===== config.mk =====
export PLATFORM = sky130hd
export DESIGN_NAME = mul_product_accumulator
export DESIGN_NICKNAME = d
export VERILOG_FILES = /design/src/rtl/mul_pkg.sv /design/src/rtl/mul_acc_add.sv /design/src/rtl/mul_product_accumulator.sv
export SDC_FILE = /design/constraint.sdc
export NUM_CORES = 1
export LEC_CHECK = 0
export CAP_MARGIN = 40
export CELL_PAD_IN_SITES_DETAIL_PLACEMENT = 0
export CELL_PAD_IN_SITES_GLOBAL_PLACEMENT = 2
export CORE_ASPECT_RATIO = 0.5
export CORE_MARGIN = 4
export CORE_UTILIZATION = 33
export CTS_CLUSTER_SIZE = 25
export DETAILED_ROUTE_END_ITERATION = 12
export GPL_TIMING_DRIVEN = 0
export PLACE_DENSITY_LB_ADDON = 0.12
export SYNTH_ARGS = -nofsm -noshare
export SYNTH_HDL_FRONTEND = slang
export SYNTH_HIERARCHICAL = 1
export SYNTH_SLANG_ARGS = --single-unit

===== constraint.sdc =====
create_clock -name clk -period 3.15 [get_ports clk]
set_input_delay 0.63 -clock clk [delete_from_list [all_inputs] [get_ports clk]]
set_output_delay 0.63 -clock clk [all_outputs]
set_load 0.02 [all_outputs]

===== src/rtl/mul_pkg.sv =====
// Shared constants and types for the product accumulator stage that sits
// after serial_multiplier.
package mul_pkg;

    localparam int PROD_W_DEF = 16;
    localparam int ACC_W_DEF  = 24;
    localparam int GROUP_MAX  = 255;
    localparam int CNT_W      = $clog2(GROUP_MAX + 1);

    typedef enum logic [0:0] {
        ACC  = 1'b0,
        HOLD = 1'b1
    } state_t;

endpackage


===== src/rtl/mul_acc_add.sv =====
// Combinational accumulator adder: acc + zero-extended product, with carry-out.
// MUL_ACC_SATURATE_EN clamps the result to all-ones on carry instead of wrapping.
module mul_acc_add #(
    parameter int PROD_W = 16,
    parameter int ACC_W  = 24
) (
    input  logic [ACC_W-1:0]  acc,
    input  logic [PROD_W-1:0] prod,
    output logic [ACC_W-1:0]  sum,
    output logic              carry
);

    logic [ACC_W:0] wide;

    assign wide  = {1'b0, acc} + {{(ACC_W + 1 - PROD_W){1'b0}}, prod};
    assign carry = wide[ACC_W];

`ifdef MUL_ACC_SATURATE_EN
    // A clamped acc stays clamped: any further nonzero add carries again.
    assign sum = carry ? {ACC_W{1'b1}} : wide[ACC_W-1:0];
`else
    assign sum = wide[ACC_W-1:0];
`endif

endmodule


===== src/rtl/mul_product_accumulator.sv =====
// Sums each group of GROUP_N products and presents the group sum over valid/ready.
// Optional clamp-on-overflow behaviour is enabled by MUL_ACC_SATURATE_EN.
module mul_product_accumulator
    import mul_pkg::*;
#(
    parameter int PROD_W  = PROD_W_DEF,
    parameter int ACC_W   = ACC_W_DEF,
    parameter int GROUP_N = 4
) (
    input  logic              clk,
    input  logic              rst,
    input  logic              clr,
    input  logic              in_valid,
    output logic              in_ready,
    input  logic [PROD_W-1:0] in_prod,
    output logic              out_valid,
    input  logic              out_ready,
    output logic [ACC_W-1:0]  out_sum,
    output logic              out_ovf
);

    state_t           state;
    state_t           state_nxt;
    logic [ACC_W-1:0] acc;
    logic [ACC_W-1:0] add_sum;
    logic             add_carry;
    logic             ovf;
    logic [CNT_W-1:0] cnt;
    logic             accept;
    logic             last;

    mul_acc_add #(
        .PROD_W (PROD_W),
        .ACC_W  (ACC_W)
    ) u_add (
        .acc   (acc),
        .prod  (in_prod),
        .sum   (add_sum),
        .carry (add_carry)
    );

    assign accept = in_valid && in_ready;
    assign last   = (cnt == CNT_W'(GROUP_N - 1));

    // NOTE: sequential state uses non-blocking assignments so every register
    // samples pre-edge values regardless of process ordering.
    always_ff @(posedge clk) begin
        if (rst) begin
            state <= ACC;
        end else begin
            state <= state_nxt;
        end
    end

    // NOTE: the default assignment first keeps this block free of latches.
    always_comb begin
        state_nxt = state;
        case (state)
            ACC:     if (accept && last) state_nxt = HOLD;
            HOLD:    if (out_ready)      state_nxt = ACC;
            default: state_nxt = ACC;
        endcase
    end

    // clr only gates intake; it never touches a completed group in HOLD.
    always_comb begin
        in_ready  = (state == ACC) && !clr;
        out_valid = (state == HOLD);
    end

    always_ff @(posedge clk) begin
        if (rst) begin
            acc     <= '0;
            cnt     <= '0;
            ovf     <= 1'b0;
            out_sum <= '0;
            out_ovf <= 1'b0;
        end else if (state == ACC) begin
            if (clr) begin
                acc <= '0;
                cnt <= '0;
                ovf <= 1'b0;
            end else if (accept) begin
                if (last) begin
                    out_sum <= add_sum;
                    out_ovf <= ovf | add_carry;
                    acc     <= '0;
                    cnt     <= '0;
                    ovf     <= 1'b0;
                end else begin
                    acc <= add_sum;
                    cnt <= cnt + CNT_W'(1);
                    ovf <= ovf | add_carry;
                end
            end
        end
    end

endmodule


Word-level counts from Yosys, hierarchy flattened
Cells that the tools add are included.

Flip-flop bits (word level): 59. Output and inout port bits: 27.

Reductions and logical operators: 7. Equality and inequality tests: 1. Bitwise operators: 3. Multiplexer cells: 12. Add/subtract/negate cells: 2.

Operators with widths (count): $mux 24 (3); $add 24x16->25 (1); $mux 8 (3); $add 8x1->8 const B (1); $eq 8x2->1 const B (1); $mux 1 (5); $reduce_and 4->1 (1); $logic_and 1x1->1 (3); $not 1->1 (2); $pmux 1 s2 (1); $reduce_and 2->1 (1); $reduce_bool 2->1 (1); $logic_not 1->1 (1); $or 1x1->1 (1).

Longest topological paths before layout
Gate-level depths: netlist of the first run.

Depth in word-level cells: 6. Depth in mapped cells: 10. Depth with buffers taken out: 10.

By module
The synthesis of the first run kept the hierarchy.

By module, submodules not included: mul_product_accumulator (cells an instance 226, seq. area each 1181.1 sq um, instances 1, area an instance 2187.1 sq um); mul_acc_add (cells an instance 131, seq. area each 0.0 sq um, instances 1, area an instance 975.9 sq um).

Worst setup path after synthesis of the first run
Ideal clock, no wire load.

Kind: input-to-reg. Start point: input in_prod[0]. End point: register acc[20]. Stages: 10. Arrival: 2.350 ns. Setup slack: 0.672 ns. Setup time: 0.128 ns. Required time: 3.022 ns. Cell sequence: ha_1 fa_1 a211oi_1 o211ai_1 nand2_1 o2bb2ai_2 nor2_1 xor2_1 a22oi_1 nor2_1.

Longest elaborated chain between the ends: 4.

RTL lines: start: declaration (RTL line mul_product_accumulator.sv:15) `input logic [PROD_W-1:0] in_prod,`; $add 24x16->25 (RTL line mul_acc_add.sv:15) `assign wide = {1'b0, acc} + {{(ACC_W + 1 - PROD_W){1'b0}}, prod};`; named net add_sum[20] (RTL line mul_product_accumulator.sv:25) `logic [ACC_W-1:0] add_sum;`; $mux 24 (RTL line mul_product_accumulator.sv:84) `if (last) begin`; $mux 24 (RTL line mul_product_accumulator.sv:83) `end else if (accept) begin`; $mux 24 (RTL line mul_product_accumulator.sv:79) `if (clr) begin`; end signal: assignment (RTL line mul_product_accumulator.sv:91) `acc <= add_sum;`; end: declaration (RTL line mul_product_accumulator.sv:24) `logic [ACC_W-1:0] acc;`.

The timed path passes the listed nets, and every way through them passes these cells. The select of a mux whose other input is x is not followed. A chain may end at the register's enable or synchronous reset.

Final worst setup path of the first run
Start point: input in_prod[0]. End point: register acc[18].

Same word-level chain as after synthesis.

==> flow_metrics.py, run 1 <==
metrics = {
    "outcome": {
        "run_status": "complete, no violations",
    },
    "routing": {
        "drc": 0,
        "post_drt_via_cell_ratio": 5.11,
        "drt_first_pass_iters": 4,
        "route.vias.total": 2740,
        "wl_per_cell_um": 15.6,
        "routed_wl_um": 8360,
        "drt_iter0_markers": 126,
        "ant_nets": 0,
    },
    "timing": {
        "fmax_mhz": 343,
        "tightest_slew_ps": 601,
        "setup-violations-final": 0,
        "fin_crit_sh_pct": 92.4,
        "period_needed_ps": 2910,
        "rsz0062_at_grt": "false",
        "maxSlewViolCount": 0,
        "finalHoldViolations": 0,
        "fin_skew_ps": 4.86,
        "slew_headroom_pct": 59.9,
    },
    "yosys": {
        "synth_edf_count": 0,
        "synth_fp_nets": 396,
        "synthAdderAreaFrac_pct": 7.36,
        "ys_seq_elements": 59,
        "syn_area_mm2": 0.00316,
        "ys_warn_count": 6,
        "synthMuxAreaShare_pct": 7.91,
        "yosysTopAreaCell": "dfxtp_1",
        "synth_compound_area_share_pct": 19.9,
        "synthTopCellsByArea": "dfxtp_1 (37%), mux2i_1 (7.9%), nor2_1 (7.8%)",
        "yosysMostFrequentCell": "nor2_1",
        "synth.distinct_cells": 47,
        "ys_async_sr_fraction_pct": 0,
        "synth_seq_area_share_pct": 37.3,
        "synthTopCellsByCount": "nor2_1 (66), dfxtp_1 (59), a22oi_1 (25), mux2i_1 (25), a21oi_1 (20)",
        "synth_top_area_share_pct": 37.3,
        "synth_xor_xnor_area_share_pct": 5.81,
        "synthCells": 357,
        "synthSimpleGateAreaFrac_pct": 17.8,
        "synth_top_family_by_area": "compound AO/OA/AOI/OAI gates",
        "ys.flop_type": "dfxtp_1",
        "syn_area_per_cell_um2": 8.86,
    },
    "placed_design": {
        "port-buffer-count": 46,
        "hpwlAfterDp_um": 6240,
        "gp_congestion": 0.782,
    },
    "clock_tree": {
        "cts.path.max_buffers": 2,
        "clock_latency_ps": 320,
        "cts_sinks": 59,
        "cts_setup_buffers": 0,
        "path_clk_slew_ps": 60,
        "cts_tree": "yes",
        "hold_buffers": 0,
        "cts_buffers": 9,
        "cts_resized": 0,
        "cts_root_buf": "clkbuf_16",
        "cts-htree-levels": 3,
    },
    "worst_setup_path": {
        "cp.required_ps": 3340,
        "crit_path_top_delay_cell": "fa_1",
        "path_cells": "clkdlybuf4s50_1, ha_1, fa_1, a211oi_2, o211ai_1, nand2_1, o2bb2ai_2, nor2_1, xor2_1, a22oi_1, nor2_1",
        "endpoint_kind": "flip-flop",
        "crit_top_cell": "nor2_1",
        "crit_arrival_ps": 3100,
        "cp-start-kind": "primary input",
        "crit_path_start": "in_prod[0]",
        "cp.depth": 11,
        "worst-path-buf-inv": 1,
        "crit_family": "compound AO/OA/AOI/OAI gates",
        "max_stage_delay_ps": 450,
        "critPathKind": "in2reg",
        "critical_path.max_fanout": 5,
        "ff2ff_path_depth": 10,
        "worstReg2RegStart": "acc[0]",
    },
    "floorplan": {
        "die_x_um": 146,
        "dieArea_mm2": 0.0113,
        "io_pins": 48,
        "fp.coreArea_mm2": 0.00901,
        "die_height_um": 77.2,
        "rows": 24,
        "start_util_pct": 35.1,
    },
    "global_routing": {
        "grt_pass1_vias": 2815,
        "grt_pass1_wl_um": 13900,
        "grt_start_max_net_pins": 12,
        "antenna_found_initial": 0,
        "grtUsageTotal_pct": 15.2,
        "grt-ovfl-total": 0,
    },
    "cells_and_area": {
        "finalNetCount": 453,
        "drive_above_1_share_pct": 8.59,
        "n_antenna_cell": 0,
        "fin_util_pct": 45.2,
        "synthToLayoutAreaGrowth_pct": 28.6,
    },
    "power_and_ir_drop": {
        "ir_worst_vdd_mv": 0.267,
        "power.density_mw_per_mm2": 483,
        "leakagePower_nw": 1.72,
        "p_total_mw": 1.97,
    },
    "run": {
        "drv_cap": 0,
    },
    "hold_path": {
        "hold_path_startpoint": "ovf",
        "hold_class": "reg2reg",
        "hold_depth": 2,
    },
}
==> cell type report <==
| type | instances | area (um2) |
|---|---|---|
| tap | 117 | 146 |
| clock buffer | 9 | 225 |
| buffer | 21 | 109 |
| inverter | 4 | 15.0 |
| sequential | 59 | 1180 |
| fill | 883 | 4940 |
| timing repair buffer | 46 | 460 |
| multi-input combinational | 273 | 1860 |
| clock inverter | 7 | 68.8 |
==> power by group <==
group	switching, mW	leakage, nW	internal, mW
sequential	0.00689	0.477	0.758
clock	0.361	0.141	0.608
combinational	0.134	1.11	0.0980
total	0.502	1.72	1.46
==> worst paths after layout <==
kind              endpoint  slack [ps]
setup / recovery   acc[18]         240
hold reg to reg        ovf         480
hold / removal         ovf         480
setup reg to reg   acc[18]         650
==> logic make-up after synthesis <==
logic type                 count (synthesis)
and+or+nand+nor                          121
xor gates and xnor gates                  21
AOI/OAI and AO/OA                         88
muxes                                     25
buffers and inverters                     25
DFF                                       59
adders and majority gates                 18
==> cells in the final DEF, fill, tap and decap left out, types with 2 or more instances in the layout <==
| cell | Yosys | layout |
|---|---|---|
| and3_1 | 4 | 4 |
| a211oi_1 | 6 | 5 |
| a21boi_1 | 4 | 4 |
| nand2_1 | 17 | 17 |
| mux2i_1 | 25 | 25 |
| a211oi_2 | 1 | 2 |
| and2_1 | 2 | 2 |
| clkdlybuf4s50_1 | 0 | 46 |
| nand3_1 | 8 | 8 |
| buf_6 | 3 | 3 |
| nor3_1 | 6 | 6 |
| or3b_1 | 2 | 2 |
| xnor2_1 | 9 | 9 |
| nor2_1 | 66 | 66 |
| a31oi_1 | 4 | 4 |
| clkbuf_16 | 0 | 9 |
| inv_1 | 4 | 4 |
| nand3b_1 | 2 | 2 |
| a21oi_1 | 20 | 20 |
| clkinvlp_4 | 0 | 2 |
| a22oi_1 | 25 | 25 |
| xor2_1 | 12 | 12 |
| a21o_1 | 3 | 3 |
| o21ai_0 | 11 | 11 |
| a21oi_2 | 2 | 2 |
| nor3b_1 | 2 | 2 |
| clkinv_2 | 0 | 3 |
| clkbuf_1 | 12 | 12 |
| ha_1 | 17 | 17 |
| nand4_1 | 3 | 3 |
| or3_1 | 2 | 2 |
| dfxtp_1 | 59 | 59 |
| nor2b_1 | 3 | 3 |
| buf_2 | 6 | 6 |
==> per-stage QoR <==
| step | setup slack, ps | cells | cell area (um2) | TNS (ps) | hold WS, ps |
|---|---|---|---|---|---|
| after global placement | -146 | 520 | 3770 | -730 | 458 |
| after CTS | 180 | 536 | 4060 | 0 | 472 |
| after global routing | 72.7 | 536 | 4070 | 0 | 504 |
| after floorplan | 672 | 357 | 3160 | 0 | 450 |
| after detailed placement | -156 | 520 | 3770 | -741 | 466 |
| final | 238 | 536 | 4070 | 0 | 475 |
==> worst reg2reg max path, stage by stage, from the launching register on <==
cell,delay (ps)
dfxtp_1,310
ha_1,220
fa_1,450
a211oi_2,280
o211ai_1,200
nand2_1,180
o2bb2ai_2,230
nor2_1,110
xor2_1,170
a22oi_1,180
nor2_1,50
==> flip-flops by register name, indices dropped and copies added, names as in the netlist <==
| name | flops |
|---|---|
| ovf | 1 |
| cnt | 8 |
| out_ovf | 1 |
| acc | 24 |
| out_sum | 24 |
| out_valid | 1 |
==> routing by layer <==
metal / track usage, % / routed length (um)
met5: 0 / 0
met4: 4.41 / 85
met3: 4.24 / 417
met2: 23.9 / 3660
met1: 20.4 / 4200
Note: power is estimated with default switching activity, not from simulation.
==> run 2: changes to the inputs <==
--- a/config.mk
+++ b/config.mk
@@ -8,11 +8,12 @@
 export CAP_MARGIN = 40
 export CELL_PAD_IN_SITES_DETAIL_PLACEMENT = 0
 export CELL_PAD_IN_SITES_GLOBAL_PLACEMENT = 2
-export CORE_ASPECT_RATIO = 0.5
+export CORE_ASPECT_RATIO = 1.25
 export CORE_MARGIN = 4
 export CORE_UTILIZATION = 33
 export CTS_CLUSTER_SIZE = 25
 export DETAILED_ROUTE_END_ITERATION = 12
+export GPL_ROUTABILITY_DRIVEN = 0
 export GPL_TIMING_DRIVEN = 0
 export PLACE_DENSITY_LB_ADDON = 0.12
 export SYNTH_ARGS = -nofsm -noshare
==> run 2 against run 1 <==
Count of clock-buffer cells in the layout grew 2. Critical endpoint is now acc[20]. Cell count grew 1.1%. Clock skew is essentially flat. Worst setup slack lost 65 ps. Critical path type unchanged.
==> flow_metrics.py, run 2 (synthesized netlist as in run 1, its figures left out) <==
metrics = {
    "global_routing": {
        "grt_pass1_wl_um": 13800,
        "grt_pass1_vias": 2769,
        "antenna_found_initial": 0,
        "grtUsageTotal_pct": 15.9,
        "grt_start_max_net_pins": 11,
        "grt-ovfl-total": 0,
    },
    "placed_design": {
        "port-buffer-count": 46,
        "hpwlAfterDp_um": 6040,
        "placed_cells": 526,
    },
    "timing": {
        "finalHoldViolations": 0,
        "rsz0062_at_grt": "false",
        "maxSlewViolCount": 0,
        "tightest_slew_ps": 570,
        "setup-violations-final": 0,
        "fin_crit_sh_pct": 94.5,
        "slew_headroom_pct": 62.0,
        "fin_skew_ps": 4.65,
        "period_needed_ps": 2980,
        "fmax_mhz": 336,
        "tns_ps": 0,
    },
    "worst_setup_path": {
        "path_cells": "clkdlybuf4s50_1, ha_1, fa_1, a211oi_1, o211ai_1, nand2_1, o2bb2ai_2, nor2_1, xor2_1, a22oi_1, nor2_1",
        "crit_arrival_ps": 3170,
        "crit_top_cell": "nor2_1",
        "worst-path-buf-inv": 1,
        "crit_family": "compound AO/OA/AOI/OAI gates",
        "critical_path.max_fanout": 5,
        "cp-start-kind": "primary input",
        "max_stage_delay_ps": 430,
        "critPathKind": "in2reg",
        "endpoint_kind": "flip-flop",
        "cp.required_ps": 3340,
        "crit_path_top_delay_cell": "fa_1",
    },
    "routing": {
        "drt_first_pass_iters": 6,
        "post_drt_via_cell_ratio": 5.00,
        "ant_nets": 0,
        "drc": 0,
        "drt_iter0_markers": 84,
        "routed_wl_um": 8190,
        "wl_per_cell_um": 15.1,
        "route.vias.total": 2710,
    },
    "cells_and_area": {
        "synthToLayoutAreaGrowth_pct": 27.7,
        "n_antenna_cell": 0,
        "top_regs": "acc x24, out_sum x24, cnt x8",
        "finalNetCount": 453,
        "layout_common_cells": "nor2_1 (66), dfxtp_1 (59), clkdlybuf4s50_1 (46)",
        "drive_above_1_share_pct": 7.88,
        "final_common_cell": "nor2_1",
        "fin_cells": 542,
    },
    "power_and_ir_drop": {
        "swShare_pct": 25.8,
        "power.density_mw_per_mm2": 461,
        "pwr-share-comb_pct": 12.3,
        "power_frac_clock_pct": 46.7,
        "seqPwrFrac_pct": 41.1,
        "leakagePower_nw": 1.71,
        "ir_worst_vdd_mv": 0.291,
        "switching_power_mw": 0.480,
        "p_int_mw": 1.38,
    },
    "clock_tree": {
        "clock_latency_ps": 330,
        "cts.path.max_buffers": 2,
        "cts_resized": 0,
        "cts-htree-levels": 3,
        "hold_buffers": 0,
        "cts_buffers": 9,
        "cts_setup_buffers": 0,
        "cts_sinks": 59,
        "cts_root_buf": "clkbuf_16",
        "cts_tree": "yes",
        "path_clk_slew_ps": 50,
    },
    "run": {
        "drv_cap": 0,
    },
    "floorplan": {
        "dieArea_mm2": 0.0112,
        "rows": 39,
        "fp.coreArea_mm2": 0.00927,
        "start_util_pct": 34.1,
        "die_x_um": 95.6,
        "die_height_um": 117,
        "io_pins": 48,
    },
    "hold_path": {
        "hold_class": "reg2reg",
    },
    "outcome": {
        "run_status": "complete, no violations",
    },
}
run 2: power groups by stage:
stage	sequential [mW]	clock, mW	combinational (mW)
floorplan	0.779	0	0.157
detailed placement	0.780	0	0.229
finish	0.765	0.869	0.229
global placement	0.780	0	0.231
CTS	0.765	0.902	0.232
global route	0.766	0.931	0.257
run 2: final cells by class:
type	instances	area, um2
clock buffer	11	233
buffer	21	109
clock inverter	5	30.0
fill	954	5230
sequential	59	1180
tap	123	154
timing repair buffer	46	460
inverter	4	15.0
multi-input combinational	273	1860
run 2: layer usage:
metal / share of wire (%) / vias to the layer above / global-route usage (%)
met5: 0 / - / 0
met4: 1.7 / 0 / 6.94
met3: 3.5 / 8 / 3.64
met2: 49 / 42 / 25.4
met1: 46 / 1271 / 20.0
li1: - / 1389 / -
run 2: worst register-to-register path, delay by kind of cell (launching register included):
| kind | cells | cell delay (ps) |
|---|---|---|
| compound gates | 4 | 980 |
| xor+xnor | 1 | 160 |
| fa+ha+maj | 2 | 660 |
| flops | 1 | 310 |
| simple gates | 3 | 340 |
run 2: metrics by stage:
stage          setup WS [ps]  hold slack (ps)  instance area (um2)  utilization, %  power [mW]
4_1_cts                  195              479                 4040            43.6        1.90
3_5_place_dp            -117              473                 3780            40.7        1.01
6_report                 173              481                 4040            43.6        1.86
2_1_floorplan            672              450                 3160               -       0.936
3_3_place_gp            -132              458                 3780            40.7        1.01
5_1_grt                 53.1              514                 4040            43.6        1.95
run 2: worst paths after layout:
| check | endpoint | from | slack, ps | cells after the start |
|---|---|---|---|---|
| hold / removal | ovf | ovf | 480 | 2 |
| setup reg to reg | acc[20] | acc[0] | 560 | 10 |
| hold reg to reg | ovf | ovf | 480 | 2 |
| setup / recovery | acc[20] | in_prod[0] | 170 | 11 |
